<file path="config.mk">
export PLATFORM = sky130hd
export DESIGN_NAME = virtual_network_net_to_core
export DESIGN_NICKNAME = d
export VERILOG_FILES = /design/src/rtl/virtual_network_net_to_core.sv
export SDC_FILE = /design/constraint.sdc
export NUM_CORES = 2
export LEC_CHECK = 0
export BUFFER_PORTS_ARGS = -buffer_cell sky130_fd_sc_hd__buf_2
export CORE_AREA = 2 2 250 498
export DETAILED_ROUTE_END_ITERATION = 10
export DIE_AREA = 0 0 252 500
export PLACE_DENSITY = 0.69
export SYNTH_ARGS = -nofsm -noshare
export SYNTH_HDL_FRONTEND = slang
export SYNTH_SLANG_ARGS = --single-unit
</file>
<file path="constraint.sdc">
create_clock -name clk -period 17.4 [get_ports clk]
set_input_delay 3.48 -clock clk [delete_from_list [all_inputs] [get_ports clk]]
set_output_delay 3.48 -clock clk [all_outputs]
set_load 0.02 [all_outputs]
</file>
<file path="src/rtl/virtual_network_net_to_core.sv">
// Receive-side network interface for one virtual network: buffers router
// flits, reassembles HEADER/BODY/TAIL or HT flits into packet bodies and
// queues finished packets for the Cache Controller / Directory.
//
// Ports:
//   clk, reset        clock, synchronous active-low reset
//   enable            0 freezes reassembly (input buffer still accepts)
//   flit_valid        router presents flit_in this cycle
//   flit_in           flit_t: type, vc_id, destination, core dest, payload
//   vn_flit_credit    router may send next cycle (~buffer almost_full)
//   packet_valid      completed packet at head of queue
//   packet_body       head-of-queue packet body (0 while queue empty)
//   packet_consumed   core dequeues the head packet
//   vn_protocol_error sticky malformed-stream flag
//
// Optional build macro NI_VN_PROTOCOL_CHECK_EN enables vc_id checking and
// the sticky vn_protocol_error flag; without it the flag is tied to 0.

`ifndef PAYLOAD_W
`define PAYLOAD_W 64
`endif

package vn_pkg;
   localparam int PAYLOAD_W = `PAYLOAD_W;

   typedef enum logic [1:0] {
      FLIT_HEADER = 2'd0,
      FLIT_BODY   = 2'd1,
      FLIT_TAIL   = 2'd2,
      FLIT_HT     = 2'd3
   } flit_type_t;

   typedef enum logic [1:0] {
      VC0 = 2'd0,
      VC1 = 2'd1,
      VC2 = 2'd2,
      VC3 = 2'd3
   } vc_id_t;

   typedef struct packed {
      flit_type_t             flit_type;
      vc_id_t                 vc_id;
      logic [3:0]             destination;
      logic [1:0]             core_destination;
      logic [PAYLOAD_W-1:0]   payload;
   } flit_t;
endpackage

module virtual_network_net_to_core
   import vn_pkg::*;
#(
   parameter vc_id_t VCID                       = VC0,
   parameter int     PACKET_BODY_SIZE           = 256,
   parameter int     FLIT_FIFO_SIZE             = 4,
   parameter int     FLIT_ALMOST_FULL_THRESHOLD = 1,
   parameter int     PACKET_FIFO_SIZE           = 4
) (
   input  logic                        clk,
   input  logic                        reset,
   input  logic                        enable,
   input  logic                        flit_valid,
   input  flit_t                       flit_in,
   output logic                        vn_flit_credit,
   output logic                        packet_valid,
   output logic [PACKET_BODY_SIZE-1:0] packet_body,
   input  logic                        packet_consumed,
   output logic                        vn_protocol_error
);

   localparam int FLIT_NUMB =
      (PACKET_BODY_SIZE + PAYLOAD_W - 1) / PAYLOAD_W;
   localparam int ASM_W = FLIT_NUMB * PAYLOAD_W;
   localparam int CNT_W = (FLIT_NUMB > 1) ? $clog2(FLIT_NUMB) : 1;
   localparam int IDX_W = (ASM_W > 1) ? $clog2(ASM_W) : 1;
   localparam int FA_W  = $clog2(FLIT_FIFO_SIZE);
   localparam int PA_W  = $clog2(PACKET_FIFO_SIZE);

   typedef enum logic {
      S_IDLE,
      S_ACCUM
   } state_t;

   // ---------------- flit buffer ----------------
   flit_t           r_fbuf [FLIT_FIFO_SIZE];
   logic [FA_W-1:0] r_fwr;
   logic [FA_W-1:0] r_frd;
   logic [FA_W:0]   r_fcnt;
   logic            w_fempty;
   logic            w_ffull;
   logic            w_fwr;
   logic            w_fpop;
   flit_t           w_head;

   assign w_fempty = (r_fcnt == '0);
   assign w_ffull  = (r_fcnt == (FA_W+1)'(FLIT_FIFO_SIZE));
   assign w_fwr    = flit_valid && !w_ffull;
   assign w_head   = r_fbuf[r_frd];

   // credit drops once free slots fall to the threshold
   assign vn_flit_credit =
      (int'(r_fcnt) + FLIT_ALMOST_FULL_THRESHOLD) < FLIT_FIFO_SIZE;

   always_ff @(posedge clk) begin
      if (w_fwr) r_fbuf[r_fwr] <= flit_in;
   end

   always_ff @(posedge clk) begin
      if (!reset) begin
         r_fwr  <= '0;
         r_frd  <= '0;
         r_fcnt <= '0;
      end else begin
         if (w_fwr)  r_fwr <= r_fwr + FA_W'(1);
         if (w_fpop) r_frd <= r_frd + FA_W'(1);
         case ({w_fwr, w_fpop})
            2'b10:   r_fcnt <= r_fcnt + (FA_W+1)'(1);
            2'b01:   r_fcnt <= r_fcnt - (FA_W+1)'(1);
            default: ;
         endcase
      end
   end

   // ---------------- packet queue ----------------
   logic [PACKET_BODY_SIZE-1:0] r_pbuf [PACKET_FIFO_SIZE];
   logic [PA_W-1:0]             r_pwr;
   logic [PA_W-1:0]             r_prd;
   logic [PA_W:0]               r_pcnt;
   logic                        w_pempty;
   logic                        w_pfull;
   logic                        w_penq;
   logic                        w_pdeq;
   logic [PACKET_BODY_SIZE-1:0] w_pkt;

   assign w_pempty = (r_pcnt == '0);
   assign w_pfull  = (r_pcnt == (PA_W+1)'(PACKET_FIFO_SIZE));
   assign w_pdeq   = packet_consumed && !w_pempty;

   assign packet_valid = !w_pempty;
   assign packet_body  = w_pempty ? '0 : r_pbuf[r_prd];

   always_ff @(posedge clk) begin
      if (w_penq) r_pbuf[r_pwr] <= w_pkt;
   end

   // full is the registered count, so a same-cycle dequeue does not
   // make room for an enqueue until the next cycle
   always_ff @(posedge clk) begin
      if (!reset) begin
         r_pwr  <= '0;
         r_prd  <= '0;
         r_pcnt <= '0;
      end else begin
         if (w_penq) r_pwr <= r_pwr + PA_W'(1);
         if (w_pdeq) r_prd <= r_prd + PA_W'(1);
         case ({w_penq, w_pdeq})
            2'b10:   r_pcnt <= r_pcnt + (PA_W+1)'(1);
            2'b01:   r_pcnt <= r_pcnt - (PA_W+1)'(1);
            default: ;
         endcase
      end
   end

   // ---------------- reassembly FSM ----------------
   state_t           r_state;
   state_t           w_state_nx;
   logic [CNT_W-1:0] r_cnt;
   logic [CNT_W-1:0] w_cnt_nx;
   logic [ASM_W-1:0] r_asm;
   logic [ASM_W-1:0] w_asm_nx;
   logic [IDX_W-1:0] w_base;
   logic             w_done;
   logic             w_err;
   logic             w_vc_ok;
   logic             w_last;
   logic             w_is_ht;
   logic             w_is_hdr;
   logic             w_is_tail;

`ifdef NI_VN_PROTOCOL_CHECK_EN
   assign w_vc_ok = (w_head.vc_id == VCID);
`else
   assign w_vc_ok = 1'b1;
`endif

   assign w_is_ht   = (w_head.flit_type == FLIT_HT);
   assign w_is_hdr  = (w_head.flit_type == FLIT_HEADER);
   assign w_is_tail = (w_head.flit_type == FLIT_TAIL);
   assign w_last    = (r_cnt == CNT_W'(FLIT_NUMB - 1));
   assign w_base    = IDX_W'(int'(r_cnt) * PAYLOAD_W);
   assign w_pkt     = w_asm_nx[PACKET_BODY_SIZE-1:0];

   // next state assumes the head flit is popped this cycle
   always_comb begin
      w_state_nx = r_state;
      w_cnt_nx   = r_cnt;
      w_asm_nx   = r_asm;
      w_done     = 1'b0;
      w_err      = 1'b0;
      priority case (1'b1)
         !w_vc_ok: begin
            w_err = 1'b1;
         end
         w_is_ht: begin
            w_err      = (r_state == S_ACCUM);
            w_asm_nx   = '0;
            w_asm_nx[PAYLOAD_W-1:0] = w_head.payload;
            w_cnt_nx   = '0;
            w_state_nx = S_IDLE;
            w_done     = 1'b1;
         end
         w_is_hdr: begin
            w_err      = (r_state == S_ACCUM);
            w_asm_nx   = '0;
            w_asm_nx[PAYLOAD_W-1:0] = w_head.payload;
            w_cnt_nx   = CNT_W'(1);
            w_state_nx = S_ACCUM;
         end
         (r_state == S_IDLE): begin
            w_err = 1'b1;
         end
         w_is_tail: begin
            w_asm_nx[w_base +: PAYLOAD_W] = w_head.payload;
            w_cnt_nx   = '0;
            w_state_nx = S_IDLE;
            w_done     = 1'b1;
         end
         w_last: begin
            w_err = 1'b1;
         end
         default: begin
            w_asm_nx[w_base +: PAYLOAD_W] = w_head.payload;
            w_cnt_nx = r_cnt + CNT_W'(1);
         end
      endcase
   end

   // a completing flit waits at the head while the packet queue is full
   assign w_fpop = enable && !w_fempty && (!w_done || !w_pfull);
   assign w_penq = w_fpop && w_done;

   always_ff @(posedge clk) begin
      if (!reset) begin
         r_state <= S_IDLE;
         r_cnt   <= '0;
         r_asm   <= '0;
      end else if (w_fpop) begin
         r_state <= w_state_nx;
         r_cnt   <= w_cnt_nx;
         r_asm   <= w_asm_nx;
      end
   end

`ifdef NI_VN_PROTOCOL_CHECK_EN
   logic r_err;

   always_ff @(posedge clk) begin
      if (!reset) begin
         r_err <= 1'b0;
      end else if ((w_fpop && w_err) || (flit_valid && w_ffull)) begin
         r_err <= 1'b1;
      end
   end

   assign vn_protocol_error = r_err;

   logic w_unused;
   assign w_unused = ^{w_head.destination, w_head.core_destination};
`else
   assign vn_protocol_error = 1'b0;

   logic w_unused;
   assign w_unused = ^{w_head.destination, w_head.core_destination,
                       w_head.vc_id, (w_head.vc_id == VCID), w_err};
`endif

endmodule

</file>
* Word-level counts from Yosys, hierarchy flattened
Memory sizes are Yosys's and may differ from the RTL's. A register that Yosys moved wholly into a read port is not among the register bits.
Cells that the tools add are included.
** Word-level totals
- Register bits :: 273
- Bits in writable memories :: 1320
- Input bits :: 79
- Output and inout bits :: 259
- Memories :: 2
** Memory list
- r_pbuf :: words 4, width 256, read ports 1, clocked after Yosys merged registers in 1, write ports 1, line 124 : logic [PACKET_BODY_SIZE-1:0] r_pbuf [PACKET_FIFO_SIZE];
- r_fbuf :: words 4, width 74, read ports 1, clocked after Yosys merged registers in 1, write ports 1, line 84 : flit_t r_fbuf [FLIT_FIFO_SIZE];
** Cells by class
- $add $sub $neg :: 11
- Order comparisons :: 1
- Equal/unequal tests :: 10
- Shifts and indexed selects :: 2
- Muxes and demuxes :: 30
- Reduce and logical (&&, ||, !) cells :: 18
** Operator list (count)
- $mux 256 :: 6
- $bwmux 256 :: 1
- $shift 64x10->256 const A :: 1
- $shiftx 64x10->256 :: 1
- $mux 2 :: 9
- $mux 1 :: 12
- $pmux 3 s2 :: 2
- $add 2x1->2 const B :: 5
- $eq 2x2->1 const B :: 5
- $neg 8->10 :: 1
- $add 3x1->3 const B :: 2
- $eq 3x3->1 const B :: 2
- $logic_not 3->1 :: 2
- $sub 3x1->3 const B :: 2
- $logic_and 1x1->1 :: 5
- $logic_not 1->1 :: 5
- $add 3x1->4 const B :: 1
- $eq 2x1->1 const B :: 2
- $lt 4x3->1 const B :: 1
- $ne 4x1->1 const B :: 1
- $reduce_bool 2->1 :: 2
- $reduce_and 3->1 :: 1
- $reduce_bool 3->1 :: 1
- $logic_not 2->1 :: 1
- $logic_or 1x1->1 :: 1

* Logic depth before layout (Yosys ltp)
- Depth after elaboration :: 11
- Mapped depth :: 11

* Least setup slack after synthesis
Ideal clock, no wire load.
- Path type :: input to register
- Start :: input enable
- End :: memory r_pbuf[0][0], enable pin
- Setup time :: 0.649 ns
- Data arrival time :: 10.085 ns
- Slack :: 6.665 ns
- Stages on the path :: 3
- Path through :: o31a_1 > nor3b_1 > and2_1
** On the way
- Longest elaborated chain between the ends :: 5
** RTL lines
- start, declared :: line 60 : input logic enable,
- $logic_and 1x1->1 (2 in series) :: line 238 : assign w_fpop = enable && !w_fempty && (!w_done || !w_pfull);
- $logic_and 1x1->1 :: line 239 : assign w_penq = w_fpop && w_done;
- $mux 1 :: line 142 : if (w_penq) r_pbuf[r_pwr] <= w_pkt;
- $mux 1 (implied by the code) :: line 142
- end, declared :: line 124
Every way passes these cells.

==> flow_metrics.tcl <==
set metrics [dict create \
    status "finished, final reports clean" \
    detail_route.wl_per_cell_um 27.45 \
    synth_edf_count 1288 \
    ctsResizeCount 0 \
    cts_tree "yes" \
    slew_headroom 0.2101 \
    finalSetupTns_ps 0 \
    die_area_um2 126000 \
    maxCapViolations 0 \
    synth_area_leaders "edfxtp_1 (64%), mux4_2 (12%), dfxtp_1 (9.1%)" \
    hold_buffers 0 \
    worstSetupEndpoint "packet_body[122]" \
    setup_viol 0 \
    rsz0062_at_grt "false" \
    root_buffer "clkbuf_16" \
    synth_top_cell_by_area "edfxtp_1" \
    cts_buffers 137 \
    cp-start-kind "flip-flop" \
    via_count 33101 \
    synth_nets 3439 \
    drv_slew 0 \
    met3_length_mm 14.24 \
    synth_warnings 0 \
    timing.final.crit_share 0.4728 \
    critical_path.max_fanout 121 \
    syn_inst 3342 \
    hold_path_class "flip-flop to flip-flop" \
    final_util 0.5578 \
    first_global_vias 32861 \
    postCtsSetupRepairBufs 0 \
    n_fill_cell 9311 \
    avgSynthCellArea_um2 18.17 \
    p_leak_nw 21.99 \
    layout_common_cells "edfxtp_1 (1288), a22o_1 (349), buf_2 (328)" \
    reg2reg_depth 7 \
    syn2layout_area_growth_pct 12.51 \
    hold_viol_final 0 \
    finClkSkew_ps 23.46 \
    clk_pin_slew_ps 60 \
    clock_path_buffers 3 \
    firstDrtPassIters 6 \
    peakVddDrop_mv 0.1419 \
    fp.dieW_um 252 \
    io_pins 338 \
    required_ps 13920 \
    drcViolationCount 0 \
    tightest_slew_ps 1180 \
    met1_length_mm 60.17 \
    grt_max_degree 139 \
    synth_ff_type "edfxtp_1" \
    overflow 0 \
    nNetsFinal 3710 \
    cellPowerDensity_nw_per_um2 148.8 \
    grt_pass1_wl_mm 216.1 \
    antenna_left 0 \
    critPathKind "flip-flop to output pin" \
    synth.top_cell.area_share 0.6368 \
    finalCriticalPeriod_ps 8227 \
    cp.arrival_ps 4750 \
    rows 182 \
    layout-drive-gt1-share 0.2515 \
    detail_route.vias_per_cell 6.242 \
    drtIter0Drc 3388 \
    end_kind "output pin" \
    synthArstFlopShare 0 \
    die_height_um 500 \
    grt_antenna_before_repair 26 \
    netlist_area_um2 60740 \
    place_hpwl_mm 80.54 \
    grtUsageTotal 0.2310 \
    insertion_delay_ps 760 \
    ys_seq_area_frac 0.7281 \
    gp_congestion 0.7466 \
    routed_wl_mm 145.5 \
    cts_max_level 4 \
    ff2ff_setup_slack_ps 11490 \
    initial_core_util 0.4958 \
    r2r-end "r_pbuf[2][164]$_DFFE_PP_" \
    synth_cell_types 53 \
    port-buffer-count 328 \
    core-area_um2 122500 \
    cts.sinks 1565 \
    final_common_cell "edfxtp_1" \
    top_layer "met5" \
    met2_length_mm 67.80 \
    max_freq_mhz 121.5 \
    ys_ff_latch 1565 \
    total_power_mw 10.17 \
]
## layout make-up
| cell class | instances | area (um2) | area share |
|---|---|---|---|
| Clock inverter | 58 | 579.3 | 0.008477 |
| Antenna cell | 9 | 22.52 | 0.0003295 |
| Inverter | 18 | 67.56 | 0.0009886 |
| Tap cell | 1564 | 1957 | 0.02863 |
| Timing Repair Buffer | 375 | 2044 | 0.02992 |
| Sequential cell | 1565 | 44240 | 0.6473 |
| Clock buffer | 198 | 3946 | 0.05774 |
| Multi-Input combinational cell | 1516 | 15490 | 0.2266 |
## per-layer routing
layer,vias up,GRT usage
met5,-,0
met4,38,0.05875
met3,248,0.05903
met2,1677,0.3528
met1,17181,0.3342
li1,13957,-
## sequential cells by signal, summed over array words and instances (netlist names), 2 cells and up, named ones only
signal and flops:
r_cnt 2, r_pbuf 1024, r_fwr 2, r_fbuf 264
r_asm 256, r_prd 2, r_frd 2, r_fcnt 3
r_pcnt 3, r_pwr 2
## worst min path at each step
stage,to,slack (ps),depth (start not counted),from
after floorplan,r_asm[131]$_SDFFE_PN0P_,430,2,r_asm[131]$_SDFFE_PN0P_
after global placement,r_asm[148]$_SDFFE_PN0P_,440,2,r_asm[148]$_SDFFE_PN0P_
after detailed placement,r_asm[163]$_SDFFE_PN0P_,450,2,r_asm[163]$_SDFFE_PN0P_
after CTS,r_asm[163]$_SDFFE_PN0P_,460,2,r_asm[163]$_SDFFE_PN0P_
after global routing,r_asm[26]$_SDFFE_PN0P_,480,1,r_asm[26]$_SDFFE_PN0P_
final,r_asm[163]$_SDFFE_PN0P_,470,2,r_asm[163]$_SDFFE_PN0P_
## cell families (layout without fill, tap and decap cells)
group | count (synthesis) | after routing | share of synthesized area
other cells | 1 | 10 | 0.00006174
xor+xnor | 11 | 11 | 0.001710
fa+ha+maj | 18 | 18 | 0.003955
simple gates | 549 | 549 | 0.05028
mux | 326 | 326 | 0.1201
buf+inv | 261 | 649 | 0.01959
flops | 1565 | 1565 | 0.7281
compound gates | 611 | 611 | 0.07630
## synthesized netlist by cell type (all sizes together) (7+ instances only)
cell	instances
nand3	67
dfxtp	277
clkbuf	142
a21oi	99
a22oi	30
a22o	349
o21ai	80
mux4	322
a32oi	34
nand2	107
nor2	35
edfxtp	1288
nor2b	7
and2	312
ha	16
xnor2	9
buf	101
inv	18
## critical path, stage by stage (launching register included)
cell and delay, ps:
dfxtp_4 760, buf_4 840, buf_12 630, buf_4 710, mux4_2 400, and2_1 250
buf_2 190
## metrics by stage
step	cell area (um2)	hold WS [ps]	worst slack, ps	cells
2_1_floorplan	60740	429.6	6665	3342
3_3_place_gp	63790	440.0	9472	5038
4_1_cts	68320	462.9	9057	5294
3_5_place_dp	63790	449.9	9382	5038
6_report	68340	465.1	9173	5303
5_1_grt	68320	483.6	8974	5295
## report_power, final
part	total [mW]	switching (mW)	internal, mW
clock network	3.06	1.33	1.73
logic	2.62	1.80	0.812
registers	4.50	0.105	4.39
Power figures use the tool's default switching activity.
